**src/rtl/result_bus_arbiter_if.sv**
```systemverilog
// rtl/result_bus_arbiter_if.sv - execution-unit result bus and operand/GPR broadcast bundle
interface result_bus_arbiter_if #(
  parameter int UNITS       = 4,
  parameter int RS_ID_WIDTH = 5
);

  // CR0/XER side result produced alongside each execution-unit result
  typedef struct packed {
    logic lt;
    logic gt;
    logic eq;
    logic so;
    logic ov;
    logic ca;
    logic ov32;
  } cond_exception_t;

  // producer side, one lane per execution unit
  logic            [0:UNITS-1]                   unit_valid;
  logic            [0:UNITS-1]                   unit_ready;
  logic            [0:UNITS-1][0:RS_ID_WIDTH-1]  unit_rs_id;
  logic            [0:UNITS-1][0:4]              unit_reg_addr;
  logic            [0:UNITS-1][0:31]             unit_result;
  cond_exception_t [0:UNITS-1]                   unit_cr0_xer;
  logic            [0:UNITS-1][0:31]             unit_xer_value;
  logic            [0:UNITS-1]                   unit_xer_write;

  // broadcast side toward reservation stations and the register file
  logic                     update_op_valid;
  logic [0:RS_ID_WIDTH-1]   update_op_rs_id;
  logic [0:31]              update_op_value;
  logic                     update_xer_valid;
  logic [0:RS_ID_WIDTH-1]   update_xer_rs_id;
  logic [0:31]              update_xer_value;
  logic                     gpr_we;
  logic [0:4]               gpr_waddr;
  logic [0:31]              gpr_wdata;
  logic                     cr0_xer_valid;
  cond_exception_t          cr0_xer_out;

  modport master (
    output unit_valid, unit_rs_id, unit_reg_addr, unit_result,
           unit_cr0_xer, unit_xer_value, unit_xer_write,
    input  unit_ready,
    input  update_op_valid, update_op_rs_id, update_op_value,
           update_xer_valid, update_xer_rs_id, update_xer_value,
           gpr_we, gpr_waddr, gpr_wdata, cr0_xer_valid, cr0_xer_out
  );

  modport slave (
    input  unit_valid, unit_rs_id, unit_reg_addr, unit_result,
           unit_cr0_xer, unit_xer_value, unit_xer_write,
    output unit_ready,
    output update_op_valid, update_op_rs_id, update_op_value,
           update_xer_valid, update_xer_rs_id, update_xer_value,
           gpr_we, gpr_waddr, gpr_wdata, cr0_xer_valid, cr0_xer_out
  );

endinterface

```
**src/rtl/result_bus_arbiter.sv**
```systemverilog
// rtl/result_bus_arbiter.sv - round-robin result collector driving the one-cycle operand/GPR broadcast
module result_bus_arbiter #(
  parameter int UNITS       = 4,
  parameter int RS_ID_WIDTH = 5
) (
  input  logic                 clk,
  input  logic                 rst,
  result_bus_arbiter_if.slave  bus
);

  localparam int PTR_W = (UNITS > 1) ? $clog2(UNITS) : 1;
  localparam int CX_W  = 7;

  logic [PTR_W-1:0]       r_ptr;
  logic [PTR_W-1:0]       w_grant_idx;
  logic [PTR_W-1:0]       w_cand;
  logic [PTR_W:0]         w_sum;
  logic                   w_grant_found;
  logic                   w_xfer;
  logic [0:UNITS-1]       w_unit_ready;

  logic                   r_valid;
  logic                   r_xer_valid;
  logic [0:RS_ID_WIDTH-1] r_rs_id;
  logic [0:4]             r_reg_addr;
  logic [0:31]            r_result;
  logic [0:31]            r_xer_value;
  logic [CX_W-1:0]        r_cr0_xer;

  // round-robin search: first valid unit at or after the pointer, wrapping around
  always_comb begin
    w_grant_found = 1'b0;
    w_grant_idx   = '0;
    w_cand        = '0;
    w_sum         = '0;
    for (int k = 0; k < UNITS; k++) begin
      w_sum = {1'b0, r_ptr} + (PTR_W+1)'(k);
      if (w_sum >= (PTR_W+1)'(UNITS)) begin
        w_sum = w_sum - (PTR_W+1)'(UNITS);
      end
      w_cand = w_sum[PTR_W-1:0];
      if (!w_grant_found && bus.unit_valid[w_cand]) begin
        w_grant_found = 1'b1;
        w_grant_idx   = w_cand;
      end
    end
  end

  // ready is withheld during reset so nothing is consumed while state is being cleared
  assign w_xfer = w_grant_found & ~rst;

  // one-hot accept on the winner only
  always_comb begin
    w_unit_ready = '0;
    if (w_xfer) begin
      w_unit_ready[w_grant_idx] = 1'b1;
    end
  end

  assign bus.unit_ready = w_unit_ready;

  // capture the winner's result and advance the pointer past it; valids are single-cycle pulses
  always_ff @(posedge clk or posedge rst) begin
    if (rst) begin
      r_ptr       <= '0;
      r_valid     <= 1'b0;
      r_xer_valid <= 1'b0;
      r_rs_id     <= '0;
      r_reg_addr  <= '0;
      r_result    <= '0;
      r_xer_value <= '0;
      r_cr0_xer   <= '0;
    end else begin
      r_valid     <= w_xfer;
      r_xer_valid <= w_xfer & bus.unit_xer_write[w_grant_idx];
      if (w_xfer) begin
        r_rs_id     <= bus.unit_rs_id[w_grant_idx];
        r_reg_addr  <= bus.unit_reg_addr[w_grant_idx];
        r_result    <= bus.unit_result[w_grant_idx];
        r_xer_value <= bus.unit_xer_value[w_grant_idx];
        r_cr0_xer   <= bus.unit_cr0_xer[w_grant_idx];
        if (w_grant_idx == PTR_W'(UNITS-1)) begin
          r_ptr <= '0;
        end else begin
          r_ptr <= w_grant_idx + PTR_W'(1);
        end
      end
    end
  end

  assign bus.update_op_valid  = r_valid;
  assign bus.update_op_rs_id  = r_rs_id;
  assign bus.update_op_value  = r_result;
  assign bus.update_xer_valid = r_xer_valid;
  assign bus.update_xer_rs_id = r_rs_id;
  assign bus.update_xer_value = r_xer_value;
  assign bus.gpr_we           = r_valid;
  assign bus.gpr_waddr        = r_reg_addr;
  assign bus.gpr_wdata        = r_result;
  assign bus.cr0_xer_valid    = r_valid;
  assign bus.cr0_xer_out      = r_cr0_xer;

endmodule

```
**src/flat_wrapper.sv**
```systemverilog
// flat-port wrapper written by rule: the top's interface ports become plain ports
module result_bus_arbiter_flat 
#(
  parameter int UNITS       = 4,
  parameter int RS_ID_WIDTH = 5
)
  (clk, rst, bus_unit_valid, bus_unit_rs_id, bus_unit_reg_addr, bus_unit_result, bus_unit_cr0_xer, bus_unit_xer_value, bus_unit_xer_write, bus_unit_ready, bus_update_op_valid, bus_update_op_rs_id, bus_update_op_value, bus_update_xer_valid, bus_update_xer_rs_id, bus_update_xer_value, bus_gpr_we, bus_gpr_waddr, bus_gpr_wdata, bus_cr0_xer_valid, bus_cr0_xer_out);
  result_bus_arbiter_if #(.UNITS(UNITS), .RS_ID_WIDTH(RS_ID_WIDTH)) bus_i ();
  input  logic clk;
  input  logic rst;
  input wire logic [$bits(bus_i.unit_valid)-1:0] bus_unit_valid;
  input wire logic [$bits(bus_i.unit_rs_id)-1:0] bus_unit_rs_id;
  input wire logic [$bits(bus_i.unit_reg_addr)-1:0] bus_unit_reg_addr;
  input wire logic [$bits(bus_i.unit_result)-1:0] bus_unit_result;
  input wire logic [$bits(bus_i.unit_cr0_xer)-1:0] bus_unit_cr0_xer;
  input wire logic [$bits(bus_i.unit_xer_value)-1:0] bus_unit_xer_value;
  input wire logic [$bits(bus_i.unit_xer_write)-1:0] bus_unit_xer_write;
  output wire logic [$bits(bus_i.unit_ready)-1:0] bus_unit_ready;
  output wire logic [$bits(bus_i.update_op_valid)-1:0] bus_update_op_valid;
  output wire logic [$bits(bus_i.update_op_rs_id)-1:0] bus_update_op_rs_id;
  output wire logic [$bits(bus_i.update_op_value)-1:0] bus_update_op_value;
  output wire logic [$bits(bus_i.update_xer_valid)-1:0] bus_update_xer_valid;
  output wire logic [$bits(bus_i.update_xer_rs_id)-1:0] bus_update_xer_rs_id;
  output wire logic [$bits(bus_i.update_xer_value)-1:0] bus_update_xer_value;
  output wire logic [$bits(bus_i.gpr_we)-1:0] bus_gpr_we;
  output wire logic [$bits(bus_i.gpr_waddr)-1:0] bus_gpr_waddr;
  output wire logic [$bits(bus_i.gpr_wdata)-1:0] bus_gpr_wdata;
  output wire logic [$bits(bus_i.cr0_xer_valid)-1:0] bus_cr0_xer_valid;
  output wire logic [$bits(bus_i.cr0_xer_out)-1:0] bus_cr0_xer_out;
  assign bus_i.unit_valid = bus_unit_valid;
  assign bus_i.unit_rs_id = bus_unit_rs_id;
  assign bus_i.unit_reg_addr = bus_unit_reg_addr;
  assign bus_i.unit_result = bus_unit_result;
  assign bus_i.unit_cr0_xer = bus_unit_cr0_xer;
  assign bus_i.unit_xer_value = bus_unit_xer_value;
  assign bus_i.unit_xer_write = bus_unit_xer_write;
  assign bus_unit_ready = bus_i.unit_ready;
  assign bus_update_op_valid = bus_i.update_op_valid;
  assign bus_update_op_rs_id = bus_i.update_op_rs_id;
  assign bus_update_op_value = bus_i.update_op_value;
  assign bus_update_xer_valid = bus_i.update_xer_valid;
  assign bus_update_xer_rs_id = bus_i.update_xer_rs_id;
  assign bus_update_xer_value = bus_i.update_xer_value;
  assign bus_gpr_we = bus_i.gpr_we;
  assign bus_gpr_waddr = bus_i.gpr_waddr;
  assign bus_gpr_wdata = bus_i.gpr_wdata;
  assign bus_cr0_xer_valid = bus_i.cr0_xer_valid;
  assign bus_cr0_xer_out = bus_i.cr0_xer_out;
  result_bus_arbiter #(.UNITS(UNITS), .RS_ID_WIDTH(RS_ID_WIDTH)) u_core (.clk(clk), .rst(rst), .bus(bus_i));
endmodule
```
**config.mk**
```make
export PLATFORM = sky130hd
export DESIGN_NAME = result_bus_arbiter_flat
export DESIGN_NICKNAME = d
export VERILOG_FILES = /design/src/rtl/result_bus_arbiter_if.sv /design/src/rtl/result_bus_arbiter.sv /design/src/flat_wrapper.sv
export SDC_FILE = /design/constraint.sdc
export NUM_CORES = 1
export LEC_CHECK = 0
export CORE_AREA = 5 5 178 180
export DETAILED_ROUTE_END_ITERATION = 12
export DIE_AREA = 0 0 183 185
export DONT_BUFFER_PORTS = 1
export GPL_ROUTABILITY_DRIVEN = 0
export GPL_TIMING_DRIVEN = 0
export PLACE_DENSITY = 0.42
export SETUP_SLACK_MARGIN = 0.15
export SLEW_MARGIN = 20
export SYNTH_ARGS = -nofsm -noshare
export SYNTH_HDL_FRONTEND = slang
export SYNTH_SLANG_ARGS = --single-unit
```
**constraint.sdc**
```tcl
create_clock -name clk -period 10.6 [get_ports clk]
set_clock_uncertainty 0.2 [all_clocks]
set_input_delay 3.18 -clock clk [delete_from_list [all_inputs] [get_ports clk]]
set_output_delay 3.18 -clock clk [all_outputs]
set_load 0.005 [all_outputs]
```
Word level (Yosys, flattened, before mapping)
Index checks and enable logic that the tools add are counted.
{"block": "op_classes", "addsub": 8, "order_cmp": 10, "eq_ne": 1, "muxes": 46, "n_bitwise": 8, "n_reduce_logical": 7}
{"op": "$bmux W32 S2", "n": 2}
{"op": "$mux W32", "n": 4}
{"op": "$ge A3 B3 Y1 const B", "n": 8}
{"op": "$bmux W5 S2", "n": 2}
{"op": "$mux W5", "n": 4}
{"op": "$mux W2", "n": 9}
{"op": "$mux W1", "n": 15}
{"op": "$not A2 Y3", "n": 5}
{"op": "$bmux W7 S2", "n": 1}
{"op": "$mux W7", "n": 2}
{"op": "$bmux W1 S2", "n": 5}
{"op": "$sub A2 B1 Y2 const B", "n": 4}
{"op": "$add A2 B2 Y3 const B", "n": 2}
{"op": "$logic_and A1 B1 Y1", "n": 4}
{"op": "$mux W4", "n": 1}
{"op": "$add A2 B1 Y3 const B", "n": 1}
{"op": "$ge A2 B3 Y1 const B", "n": 1}
{"op": "$logic_not A1 Y1", "n": 3}
{"op": "$lt A3 B1 Y1 const B", "n": 1}
{"op": "$add A2 B1 Y2 const B", "n": 1}
{"op": "$and A1 B1 Y1", "n": 2}
{"op": "$demux W1 S2", "n": 1}
{"op": "$eq A2 B2 Y1 const B", "n": 1}
{"op": "$not A1 Y1", "n": 1}
{"block": "totals", "ff_bits": 85, "input_bits": 334, "elab_cells": 88}

Depth between registers and ports, before layout
{"block": "depth", "depth_word": 22, "ltp_mapped": 8, "mapped_depth_nobuf": 6}

Worst setup path before layout
No wires, ideal clock.
{"block": "synth_timing", "path_kind": "input -> output", "start": "input port bus_unit_valid[1]", "end": "output port bus_unit_ready[1]", "arrival_ns": 4.305, "setup_slack_ns": 2.915, "path_stages": 8, "path_buffers": 2, "cell_sequence": "mux2i_1 nor2_2 nor3_4 inv_2 buf_8 buf_6 ha_1 and2_1"}
{"block": "synth_between", "elab_chain_cells": 19}
{"item": "start, declared", "line_no": "flat_wrapper.sv:11", "rtl": "input wire logic [$bits(bus_i.unit_valid)-1:0] bus_unit_valid;"}
{"item": "$bmux W1 S2", "line_no": "result_bus_arbiter.sv:42", "rtl": "if (!w_grant_found && bus.unit_valid[w_cand]) begin"}
{"item": "$mux W1 (not written as such) (2 in series)", "line_no": "result_bus_arbiter.sv:42"}
{"item": "$mux W1", "line_no": "result_bus_arbiter.sv:42"}
{"item": "$logic_not A1 Y1", "line_no": "result_bus_arbiter.sv:42"}
{"item": "$logic_and A1 B1 Y1", "line_no": "result_bus_arbiter.sv:42"}
{"item": "$mux W1", "line_no": "result_bus_arbiter.sv:42"}
{"item": "$logic_not A1 Y1", "line_no": "result_bus_arbiter.sv:42"}
{"item": "$logic_and A1 B1 Y1", "line_no": "result_bus_arbiter.sv:42"}
{"item": "(+2 left out)"}
{"item": "$logic_and A1 B1 Y1", "line_no": "result_bus_arbiter.sv:42"}
{"item": "$mux W2", "line_no": "result_bus_arbiter.sv:42"}
{"item": "$not A2 Y3 (not written as such)", "line_no": "result_bus_arbiter.sv:56", "rtl": "w_unit_ready[w_grant_idx] = 1'b1;"}
{"item": "$ge A3 B3 Y1 (not written as such) or $lt A3 B1 Y1 (tied branches)", "line_no": "result_bus_arbiter.sv:56"}
{"item": "$logic_and A1 B1 Y1 (not written as such)", "line_no": "result_bus_arbiter.sv:56"}
{"item": "$mux W1 (not written as such)", "line_no": "result_bus_arbiter.sv:56"}
{"item": "$demux W1 S2", "line_no": "result_bus_arbiter.sv:56"}
{"item": "$mux W4 *", "line_no": "result_bus_arbiter.sv:55", "rtl": "if (w_xfer) begin"}
{"item": "end, declared", "line_no": "flat_wrapper.sv:18", "rtl": "output wire logic [$bits(bus_i.unit_ready)-1:0] bus_unit_ready;"}
Mark *: on every way between the ends. The rest lies on a longest branch, timed or not. The select of a mux whose other input is x is not followed.

Final worst setup path
{"block": "layout_timing", "start": "input port bus_unit_valid[3]", "end": "output port bus_unit_ready[0]"}
{"item": "$bmux W1 S2", "line_no": "result_bus_arbiter.sv:42"}
{"item": "$mux W1 (not written as such) (2 in series)", "line_no": "result_bus_arbiter.sv:42"}
{"item": "$mux W1", "line_no": "result_bus_arbiter.sv:42"}
{"item": "$logic_not A1 Y1", "line_no": "result_bus_arbiter.sv:42"}
{"item": "$logic_and A1 B1 Y1", "line_no": "result_bus_arbiter.sv:42"}
{"item": "$mux W1", "line_no": "result_bus_arbiter.sv:42"}
{"item": "$logic_not A1 Y1", "line_no": "result_bus_arbiter.sv:42"}
{"item": "$logic_and A1 B1 Y1", "line_no": "result_bus_arbiter.sv:42"}
{"item": "$mux W1", "line_no": "result_bus_arbiter.sv:42"}
{"item": "$logic_not A1 Y1", "line_no": "result_bus_arbiter.sv:42"}
{"item": "$logic_and A1 B1 Y1", "line_no": "result_bus_arbiter.sv:42"}
{"item": "$mux W1 *", "line_no": "result_bus_arbiter.sv:42"}
{"item": "$and A1 B1 Y1 *", "line_no": "result_bus_arbiter.sv:50", "rtl": "assign w_xfer = w_grant_found & ~rst;"}
{"item": "via u_core.w_xfer", "line_no": "result_bus_arbiter.sv:19", "rtl": "logic w_xfer;"}
{"item": "$mux W4 *", "line_no": "result_bus_arbiter.sv:55"}
The timed path passes the listed nets; every way through them passes the cells marked *. The select of a mux whose other input is x is not followed.

==> run metrics <==
CP Max Fanout 10; CTS HTree Levels 3; Synth Register Bits 85; DRC 0; First-pass DRT Iterations 4; setup TNS 0 ns; Synth Instances 630; Worst-Margin Slew 0.8122 ns; design area 7644 um2; commonest cells after routing, fill and taps aside 85 x dfrtp_1, 84 x and2_1, 83 x mux2i_1; register area share after synthesis 0.3115; vias in the first global route approximately 5.5k; die height between 150 and 200 um; routed wire length between 20 and 30 mm; Synth cell types 29; Wirelength per Cell between 20 and 30 um; Comb pwr share 0.451; P_sw 691.0 uW; crit-path max cell delay just under 0.3 ns; Critical Path RT 7.22 ns; area leader, netlist dfrtp_1; syn avg cell area approximately 11 um2; Setup-failing EPs final 0; register share of total power 0.351; post-layout minimum cycle time between 7 and 8 ns; DRT antenna net count 0; pwr/cell area ~210 nW/um2; CP endpoint kind output port; share of layout cells above drive strength 1 0.3824; Ys Warns 0; DR vias approximately 5.2k; All-Layer GR Usage 0.1531; status complete, no violations; Skew-Pair Late Insertion Delay between 0.3 and 0.4 ns; CTS tree yes; syn_nets around 970; placed inst area between 7000 and 8000 um2; largest net degree at the start of global routing between 40 and 50; Die Area 33860 um2; Worst R2R Path Depth 7; I/O pin count 460; most common cell after layout, fill and taps aside dfrtp_1; Inserted Clock Buffers 9; hold-critical path depth 2; clk buf depth 2; slowest library cell on the worst path buf_2; Tcrit/Tclk final 0.7542; I/O Buffers 0; Setup crit start kind input pin; Final Max Tran Viols 0; post-CTS setup buffers 0; Crit path top cell by count buf_2; post-cts resize count 0; Hold Fails Final Rpt 0; Placeable Area ~30000 um2; Initial Util 0.2274; initial antenna violation count 3; Worst slew margin 0.4585; cell-internal power 951.2 uW; max_cap viols 0; GRT Residual Overflow 0; Num Clock Sinks 85; Cell Rows 64; first-pass GRT wire length around 39 mm; critical path type input pin to output port; RSZ-0062 raised after global routing no; fin nets between 900 and 1k; CTS hold repair buffers 0; Die Width 183 um; Critical Path, Cell by Cell nor4_1 > or2_1 > buf_2 > inv_2 > buf_2 > buf_2 > and2_1; Net Sw Frac 0.4208; maximum vdd drop around 0.060 mV; Clock Tree Root clkbuf_16; Clock transition at path regs around 0.070 ns; fill count roughly 3.2k; Max Fclk approximately 130 MHz; synthesized area about 6800 um2; Critical Path AT 4.61 ns; LEAKAGE around 3.0 nW; Clk network pwr share 0.198; Starting DRT DRC Count ~180; DP Wirelength between 20 and 25 mm; share of the synthesized area in the top cell type 0.3115; largest cells by area after synthesis dfrtp_1 31%, a221oi_2 17%, mux2i_1 12%; HP Class flip-flop to flip-flop; Syn-to-layout area delta 11.95%; Vias/cell between 4 and 5
-- final timing paths --
path,from,endpoint,slack (ns)
worst max-delay path,bus_unit_valid[3],bus_unit_ready[0],2.61
worst max register to register,u_core.r_ptr[1],u_core.bus.update_xer_value[14],8.03
worst min register to register,u_core.bus.update_xer_value[11],u_core.bus.update_xer_value[11],0.40
min in group asynchronous,rst,u_core.bus.update_xer_value[7],2.50
max in group asynchronous,rst,u_core.bus.gpr_wdata[6],7.06
worst min-delay path,u_core.bus.update_xer_value[11],u_core.bus.update_xer_value[11],0.40
-- metrics by stage --
| step | instances | power (mW) | utilization | hold slack, ns | worst slack, ns |
|---|---|---|---|---|---|
| floorplan | 630 | 1.137 | - | 0.3172 | 2.915 |
| global placement | 1026 | 1.347 | 0.2439 | 0.3820 | 2.514 |
| detailed placement | 1027 | 1.345 | 0.2450 | 0.3840 | 2.515 |
| CTS | 1042 | 1.689 | 0.2545 | 0.3985 | 2.504 |
| global route | 1043 | 1.754 | 0.2545 | 0.4214 | 2.465 |
| finish | 1043 | 1.642 | 0.2545 | 0.3960 | 2.606 |
-- power groups by stage --
stage                     clock network [mW]  registers [mW]  logic, mW
after floorplan                            0           0.529      0.608
after global placement                     0           0.590      0.757
after detailed placement                   0           0.586      0.759
after CTS                              0.348           0.582      0.759
after global routing                   0.351           0.593      0.810
final                                  0.325           0.576      0.741
-- cell type report --
class	instances	area, um2	share of cell area
well taps	396	495.5	0.06482
diodes	1	2.502	0.0003274
clock inverters	4	50.05	0.006548
inverters	6	27.53	0.003601
multi-input cells	439	3985	0.5214
flip-flops and latches	85	2127	0.2783
clock buffers	11	232.7	0.03045
plain buffers	100	695.7	0.09101
repair buffers	1	27.53	0.003601
-- worst max-delay path, delay by kind of cell --
family / cells / cell delay [ns]
AND/OR/NAND/NOR: 3 / 0.47
buffers and inverters: 4 / 0.95
-- flip-flops by register name, summed over array words and instances, names as in the netlist --
| register | cells |
|---|---|
| u_core.bus.cr0_xer_out | 7 |
| u_core.bus.cr0_xer_valid | 1 |
| u_core.bus.gpr_waddr | 5 |
| u_core.bus.gpr_wdata | 32 |
| u_core.bus.update_op_rs_id | 5 |
| u_core.bus.update_xer_valid | 1 |
| u_core.bus.update_xer_value | 32 |
| u_core.r_ptr | 2 |
-- cell families after synthesis --
group / after synthesis / synth area share
and+or+nand+nor: 182 / 0.1363
AOI/OAI and AO/OA: 170 / 0.3179
buffers and inverters: 106 / 0.1052
DFF: 85 / 0.3115
muxes: 83 / 0.1217
adders and majority gates: 4 / 0.007330
-- cell usage after synthesis, drive strengths merged --
cell type / number
and2: 85
a21oi: 2
nor2b: 1
o21ai: 1
o31a: 1
clkbuf: 15
or2: 2
dfrtp: 85
inv: 6
nor2: 86
a22oi: 1
nand2b: 2
nand2: 4
ha: 4
nor3: 1
mux2i: 83
nor4: 1
buf: 85
a221oi: 82
a211oi: 83
-- metal layers --
layer  vias up  wire length (um)  GRT usage  part of all wire
met2       284             13760     0.2656              0.50
met1      2513             10950     0.1809              0.40
met4         4               425    0.03933             0.015
met5         -                15          0           0.00054
met3        24              2501    0.05420             0.090
li1       2353                 -          -                 -
(Power assumes the default switching activity.)
